<file path="src/rtl/mem_port_arbiter.sv">
// Arbitrates a single-ported data memory between the CPU and EXT requesters.
// Optional access statistics are compiled in with `define ARB_STATS_EN.
module mem_port_arbiter #(
    parameter int unsigned ADDR_W    = 16,
    parameter int unsigned DATA_W    = 16,
    parameter int unsigned RD_LAT    = 1,
    parameter int unsigned MAX_BURST = 8
) (
    input  logic              clk,
    input  logic              rst,
    input  logic              cpu_req,
    input  logic              cpu_we,
    input  logic [ADDR_W-1:0] cpu_addr,
    input  logic [DATA_W-1:0] cpu_wdata,
    output logic              cpu_gnt,
    output logic [DATA_W-1:0] cpu_rdata,
    output logic              cpu_rvalid,
    input  logic              ext_req,
    input  logic              ext_we,
    input  logic [ADDR_W-1:0] ext_addr,
    input  logic [DATA_W-1:0] ext_wdata,
    output logic              ext_gnt,
    output logic [DATA_W-1:0] ext_rdata,
    output logic              ext_rvalid,
    output logic              mem_en,
    output logic              mem_we,
    output logic [ADDR_W-1:0] mem_addr,
    output logic [DATA_W-1:0] mem_wdata,
    input  logic [DATA_W-1:0] mem_rdata,
    output logic [15:0]       cpu_acc_cnt,
    output logic [15:0]       ext_acc_cnt
);

    typedef enum logic [1:0] {IDLE, OWN_CPU, OWN_EXT} state_t;

    localparam int unsigned    BW         = $clog2(MAX_BURST + 1);
    localparam logic [BW-1:0]  BURST_LAST = BW'(MAX_BURST - 1);

    state_t            state_q, state_d;
    logic              last_ext_q, last_ext_d;
    logic [BW-1:0]     burst_q, burst_d;
    logic              mem_en_q, mem_we_q;
    logic [ADDR_W-1:0] mem_addr_q;
    logic [DATA_W-1:0] mem_wdata_q;
    logic [RD_LAT:0]   rd_v_q, rd_ext_q;
    logic [DATA_W-1:0] cpu_hold_q, ext_hold_q;

    logic              own_ext, own_req, oth_req;
    logic              cpu_acc, ext_acc, acc, acc_we;
    logic [ADDR_W-1:0] acc_addr;
    logic [DATA_W-1:0] acc_wdata;

    assign cpu_gnt   = (state_q == OWN_CPU);
    assign ext_gnt   = (state_q == OWN_EXT);
    assign cpu_acc   = cpu_req & cpu_gnt;
    assign ext_acc   = ext_req & ext_gnt;
    assign acc       = cpu_acc | ext_acc;
    assign acc_we    = ext_acc ? ext_we    : cpu_we;
    assign acc_addr  = ext_acc ? ext_addr  : cpu_addr;
    assign acc_wdata = ext_acc ? ext_wdata : cpu_wdata;

    always_comb begin
        own_ext    = (state_q == OWN_EXT);
        own_req    = own_ext ? ext_req : cpu_req;
        oth_req    = own_ext ? cpu_req : ext_req;
        state_d    = state_q;
        burst_d    = burst_q;
        last_ext_d = last_ext_q;
        case (state_q)
            IDLE: begin
                if (cpu_req && ext_req) state_d = last_ext_q ? OWN_CPU : OWN_EXT;
                else if (cpu_req)       state_d = OWN_CPU;
                else if (ext_req)       state_d = OWN_EXT;
            end
            OWN_CPU, OWN_EXT: begin
                // Keep the bus unless the owner went quiet or used its last burst slot with the other port waiting.
                if (own_req && !(oth_req && burst_q == BURST_LAST)) begin
                    if (burst_q != BURST_LAST) burst_d = burst_q + 1'b1;
                end else begin
                    state_d    = oth_req ? (own_ext ? OWN_CPU : OWN_EXT) : IDLE;
                    burst_d    = '0;
                    last_ext_d = own_ext;
                end
            end
            default: state_d = IDLE;
        endcase
    end

    always_ff @(posedge clk or posedge rst) begin
        if (rst) begin
            state_q     <= IDLE;
            last_ext_q  <= 1'b1;
            burst_q     <= '0;
            mem_en_q    <= 1'b0;
            mem_we_q    <= 1'b0;
            mem_addr_q  <= '0;
            mem_wdata_q <= '0;
            rd_v_q      <= '0;
            rd_ext_q    <= '0;
            cpu_hold_q  <= '0;
            ext_hold_q  <= '0;
        end else begin
            state_q    <= state_d;
            last_ext_q <= last_ext_d;
            burst_q    <= burst_d;
            mem_en_q   <= acc;
            mem_we_q   <= acc & acc_we;
            if (acc) begin
                mem_addr_q  <= acc_addr;
                mem_wdata_q <= acc_wdata;
            end
            // Stage 0 coincides with mem_en; stage RD_LAT is the cycle mem_rdata is valid.
            rd_v_q   <= {rd_v_q[RD_LAT-1:0],   acc & ~acc_we};
            rd_ext_q <= {rd_ext_q[RD_LAT-1:0], ext_acc};
            if (cpu_rvalid) cpu_hold_q <= mem_rdata;
            if (ext_rvalid) ext_hold_q <= mem_rdata;
        end
    end

    assign mem_en     = mem_en_q;
    assign mem_we     = mem_we_q;
    assign mem_addr   = mem_addr_q;
    assign mem_wdata  = mem_wdata_q;
    assign cpu_rvalid = rd_v_q[RD_LAT] & ~rd_ext_q[RD_LAT];
    assign ext_rvalid = rd_v_q[RD_LAT] &  rd_ext_q[RD_LAT];
    assign cpu_rdata  = cpu_rvalid ? mem_rdata : cpu_hold_q;
    assign ext_rdata  = ext_rvalid ? mem_rdata : ext_hold_q;

`ifdef ARB_STATS_EN
    logic [15:0] cpu_cnt_q, ext_cnt_q;

    always_ff @(posedge clk or posedge rst) begin
        if (rst) begin
            cpu_cnt_q <= '0;
            ext_cnt_q <= '0;
        end else begin
            if (cpu_acc && cpu_cnt_q != '1) cpu_cnt_q <= cpu_cnt_q + 16'd1;
            if (ext_acc && ext_cnt_q != '1) ext_cnt_q <= ext_cnt_q + 16'd1;
        end
    end

    assign cpu_acc_cnt = cpu_cnt_q;
    assign ext_acc_cnt = ext_cnt_q;
`else
    assign cpu_acc_cnt = '0;
    assign ext_acc_cnt = '0;
`endif

endmodule

</file>
<file path="config.mk">
export PLATFORM = sky130hd
export DESIGN_NAME = mem_port_arbiter
export DESIGN_NICKNAME = d
export VERILOG_FILES = /design/src/rtl/mem_port_arbiter.sv
export SDC_FILE = /design/constraint.sdc
export NUM_CORES = 1
export LEC_CHECK = 0
export CORE_MARGIN = 10
export CORE_UTILIZATION = 43
export DETAILED_ROUTE_END_ITERATION = 8
export GPL_TIMING_DRIVEN = 0
export PLACE_DENSITY_LB_ADDON = 0.25
export SLEW_MARGIN = 10
export SYNTH_ARGS = -nofsm -noshare
export SYNTH_HDL_FRONTEND = slang
export SYNTH_SLANG_ARGS = --single-unit
</file>
<file path="constraint.sdc">
create_clock -name clk -period 3.7 [get_ports clk]
set_input_delay 0.74 -clock clk [delete_from_list [all_inputs] [get_ports clk]]
set_output_delay 0.74 -clock clk [all_outputs]
set_load 0.1 [all_outputs]
</file>
## Word level (Yosys, flattened, before mapping)

Cells that the tools add are included.

- Flip-flop bits (word level): 77
- Bits of input ports: 86
- Output and inout bits: 102
- Logic and storage cells: 55

- $add $sub $neg: 1
- Eq/ne operators: 7
- Muxes and demuxes: 17
- Bitwise logic cells: 10
- Reductions and logical operators: 9

Operators with widths:

| operator | number |
|---|---|
| $mux W16 | 4 |
| $mux W2 | 7 |
| $mux W4 | 2 |
| $and A1 B1 Y1 | 6 |
| $reduce_and A2 Y1 | 3 |
| $add A4 B1 Y4 const B | 1 |
| $eq A4 B3 Y1 const B | 1 |
| $ne A4 B3 Y1 const B | 1 |
| $ne A4 B4 Y1 const B | 1 |
| $pmux W2 S2 | 1 |
| $logic_and A1 B1 Y1 | 3 |
| $mux W1 | 3 |
| $not A1 Y1 | 3 |
| $eq A2 B1 Y1 const B | 1 |
| $eq A2 B2 Y1 const B | 1 |
| $logic_not A2 Y1 | 1 |
| $ne A2 B1 Y1 const B | 1 |
| $ne A2 B2 Y1 const B | 1 |
| $reduce_or A2 Y1 | 1 |
| $logic_not A1 Y1 | 1 |
| $or A1 B1 Y1 | 1 |

## Longest topological paths before layout

Gate-level depths: netlist of the first run.

- Depth in word-level cells: 7
- Depth in mapped cells: 8
- Depth with buffers taken out: 7

## Worst setup path after synthesis of the first run

Ideal clock, no wire load.

- Kind: reg2out
- From: register rd_ext_q[1]
- To: output cpu_rdata[10]
- Arrival: 1792 ps
- Data required time: 2960 ps
- Slack: 1168 ps
- Cell stages (with the launch flop): 5
- Path buffers: 2
- Path through: dfrtp_1 > nor2b_1 > buf_2 > buf_2 > mux2_2

- Word-level cells in the longest chain between the ends: 3

RTL lines:

| item | RTL line | source |
|---|---|---|
| from (decl) | 45 | `logic [RD_LAT:0] rd_v_q, rd_ext_q;` |
| from (signal assigned) | 114 | `rd_ext_q <= {rd_ext_q[RD_LAT-1:0], ext_acc};` |
| $not A1 Y1 | 124 | `assign cpu_rvalid = rd_v_q[RD_LAT] & ~rd_ext_q[RD_LAT];` |
| $and A1 B1 Y1 | 124 |  |
| via cpu_rvalid | 17 | `output logic cpu_rvalid,` |
| $mux W16 | - |  |
| to (decl) | 16 | `output logic [DATA_W-1:0] cpu_rdata,` |

The timed path passes the listed nets, and every way through them passes these cells.

## Worst setup path after layout of the first run

- From: register rd_ext_q[1]
- To: output cpu_rdata[3]

- Word-level cells in the longest chain between the ends: 3

RTL lines:

| item | RTL line |
|---|---|
| $not A1 Y1 | 124 |
| $and A1 B1 Y1 | 124 |
| $mux W16 | - |

No other way between the ends.

==> impl_metrics.ini, run 1 <==
[run]
maxCapViolations = 0

[clocking]
cts_resized = 0
clkLatencyLatePin_ns = 0.34
numCtsBuffers = 9
clk_pin_slew_worst_paths_ns = 0.08
postCtsSetupBuffers = 0
clock-sinks = 77
h-tree-depth = 3
cts_hold_buf = 0
clk_path_buf_depth = 2
cts-root-buf = clkbuf_8
cts_tree = built

[floorplan]
die-width_um = 112
core-area_mm2 = 0.00826
dieArea_mm2 = 0.0126
rows = 33
die_h_um = 112
start_util_pct = 44.2
ios = 188

[finish]
nets = 598
regArea_mm2 = 0.00193
drive_gt1_share_pct = 19.8
diodes = 0
area_growth_pct = 54.9
fillers = 636
multi_input_area_mm2 = 0.00150

[global_routing]
grt_pass1_vias = 3193
grt_pass1_wl_mm = 16.7
track_usage_pct = 16.4
antenna_found_initial = 0
grt-ovfl-total = 0
grt_max_degree = 60

[routing]
num_vias = 2858
wl_per_cell_um = 16.8
finalWirelength_mm = 10.4
drt_first_pass_iters = 4
remaining_drc_errors = 0
drtAntennaViolNets = 0
vias_per_cell = 4.64
drt_iter0_drc = 99

[status]
status = completed

[place]
gp_congestion = 0.792
port_buffers = 154
dpl.hpwl_mm = 8.50

[worst_setup_path]
cp-startpoint = rd_ext_q[1]$_DFF_PP0_
r2r_cells = 7
rrSetupSlack_ns = 1.71
timing.rr.end = mem_wdata[2]$_DFFE_PP0P_
path_class = reg -> out
critPathArrivalTime_ns = 2.71
path_max_fanout = 10
crit_end = cpu_rdata[3]
end_kind = output port
timing.rr.start = state_q[0]$_DFFE_PP0P_
startpoint_type = flip-flop
cp.required_ns = 2.96

[synth]
syn_inst = 309
ys_types = 37
synth_area_mm2 = 0.00365
ys_warn_count = 0
ys.flop_type = dfrtp_1
yosysSeqAreaShare_pct = 52.8
postSynthRegisterBits = 77
synth_edf_count = 0
avgSynthCellArea_um2 = 11.8
async_flop_share_pct = 100

[timing]
slew_viol_final = 0
hold_viol_final = 0
fin_skew_ns = 0.00560
max_freq_mhz = 290
maxSlewHeadroom_pct = 30.5
rsz0062_at_grt = no
setup_viol = 0
min_period_over_period_pct = 93.2
period_needed_ns = 3.45
tightestPinTransition_ns = 1.04
tns_ns = 0

[hold_path]
hp-class = reg -> reg
kinds of logic after synthesis:
kind of cell / after synthesis / synth area share (%)
AOI/OAI and AO/OA: 48 / 8.33
adders and majority gates: 6 / 2.06
buffers and inverters: 54 / 9.39
DFF: 77 / 52.8
muxes: 70 / 20.5
other: 1 / 0.103
and+or+nand+nor: 53 / 6.82
how the worst min path moves through the flow:
stage	from	endpoint	slack, ns	depth (start not counted)
global route	rd_ext_q[0]$_DFF_PP0_	rd_ext_q[1]$_DFF_PP0_	0.36	0
finish	rd_ext_q[0]$_DFF_PP0_	rd_ext_q[1]$_DFF_PP0_	0.36	0
global placement	rd_ext_q[0]$_DFF_PP0_	rd_ext_q[1]$_DFF_PP0_	0.33	0
CTS	rd_ext_q[0]$_DFF_PP0_	rd_ext_q[1]$_DFF_PP0_	0.36	0
floorplan	rd_ext_q[0]$_DFF_PP0_	rd_ext_q[1]$_DFF_PP0_	0.33	0
detailed placement	rd_ext_q[0]$_DFF_PP0_	rd_ext_q[1]$_DFF_PP0_	0.34	0
final cells by class:
type,count,area share [%]
multi-input combinational,209,26.5
clock inverter,7,1.06
inverter,8,0.575
tap,105,2.32
buffer,46,5.53
clock buffer,9,2.19
sequential,77,34.1
timing repair buffer,155,27.7
stage by stage:
step / hold WS, ns / setup slack, ns / instance area (um^2) / util, % / instances
3_3_place_gp: 0.333 / -0.186 / 5440 / 65.9 / 599
5_1_grt: 0.364 / 0.126 / 5650 / 68.5 / 616
4_1_cts: 0.360 / 0.210 / 5650 / 68.5 / 616
3_5_place_dp: 0.342 / 0.418 / 5470 / 66.2 / 600
2_1_floorplan: 0.331 / 0.995 / 3770 / - / 340
6_report: 0.358 / 0.251 / 5650 / 68.5 / 616
registers in the layout (all words and copies together), names as in the netlist:
| register | flops |
|---|---|
| state_q | 2 |
| mem_addr | 16 |
| mem_wdata | 16 |
| rd_v_q | 2 |
| cpu_hold_q | 16 |
| mem_en | 1 |
| burst_q | 4 |
| last_ext_q | 1 |
| rd_ext_q | 2 |
| ext_hold_q | 16 |
| mem_we | 1 |
worst max-delay path, cell delays in order, from the launching register on:
cell,delay [ns]
dfrtp_1,0.38
nor2b_1,0.10
buf_2,0.22
buf_2,0.29
mux2_2,0.38
clkdlybuf4s50_1,0.98
cell usage after synthesis, types with 3 or more instances:
library cell,number,area (um^2)
dfrtp_1,76,1900
buf_4,36,270
nand2_1,36,135
mux2i_1,35,350
mux2_2,34,383
o21ai_0,24,120
o21ai_1,9,45.0
inv_1,7,26.3
clkbuf_1,6,22.5
ha_1,6,75.1
buf_2,4,20.0
nand3_1,3,15.0
nor2_1,3,11.3
nor3_1,3,15.0
placed cells by master (no fill, tap or decap), drive strengths merged:
master         count
clkdlybuf4s50    154
nor3               4
inv               10
buf               41
a21boi             1
dfstp              1
a21oi              3
o21bai             1
clkinvlp           3
o21ai             33
clkbuf            15
nand3b             1
mux2i             35
nand2             36
clkinv             2
and2b              1
dfrtp             76
a22oi              1
mux2              35
ha                 6
a22o               1
and4               1
nor2b              2
conb              32
a221oi             1
o211ai             2
a21o               1
nand3              3
nor2               3
nand2b             1
and2               1
o211a              1
o21a               3
per-layer routing:
metal	share of wire (%)	GRT usage (%)	wire length [um]	vias up
met5	0	0	0	-
met2	46	25.5	4770	130
met4	1.7	6.18	179	0
li1	-	-	-	1384
met3	14	10.1	1430	14
met1	38	17.8	3980	1330
Power of run 1 is left out: the tool's default activity adds up to more than one toggle a clock period on the data nets, which glitch-free logic cannot reach.
==> inputs of run 2 (changes only) <==
Settings changed: CTS_CLUSTER_SIZE set to 8.
==> results of run 2 <==
No change in the layout: final DEF, timing and power equal those of run 1.
Power of run 2 is left out for the same reason.
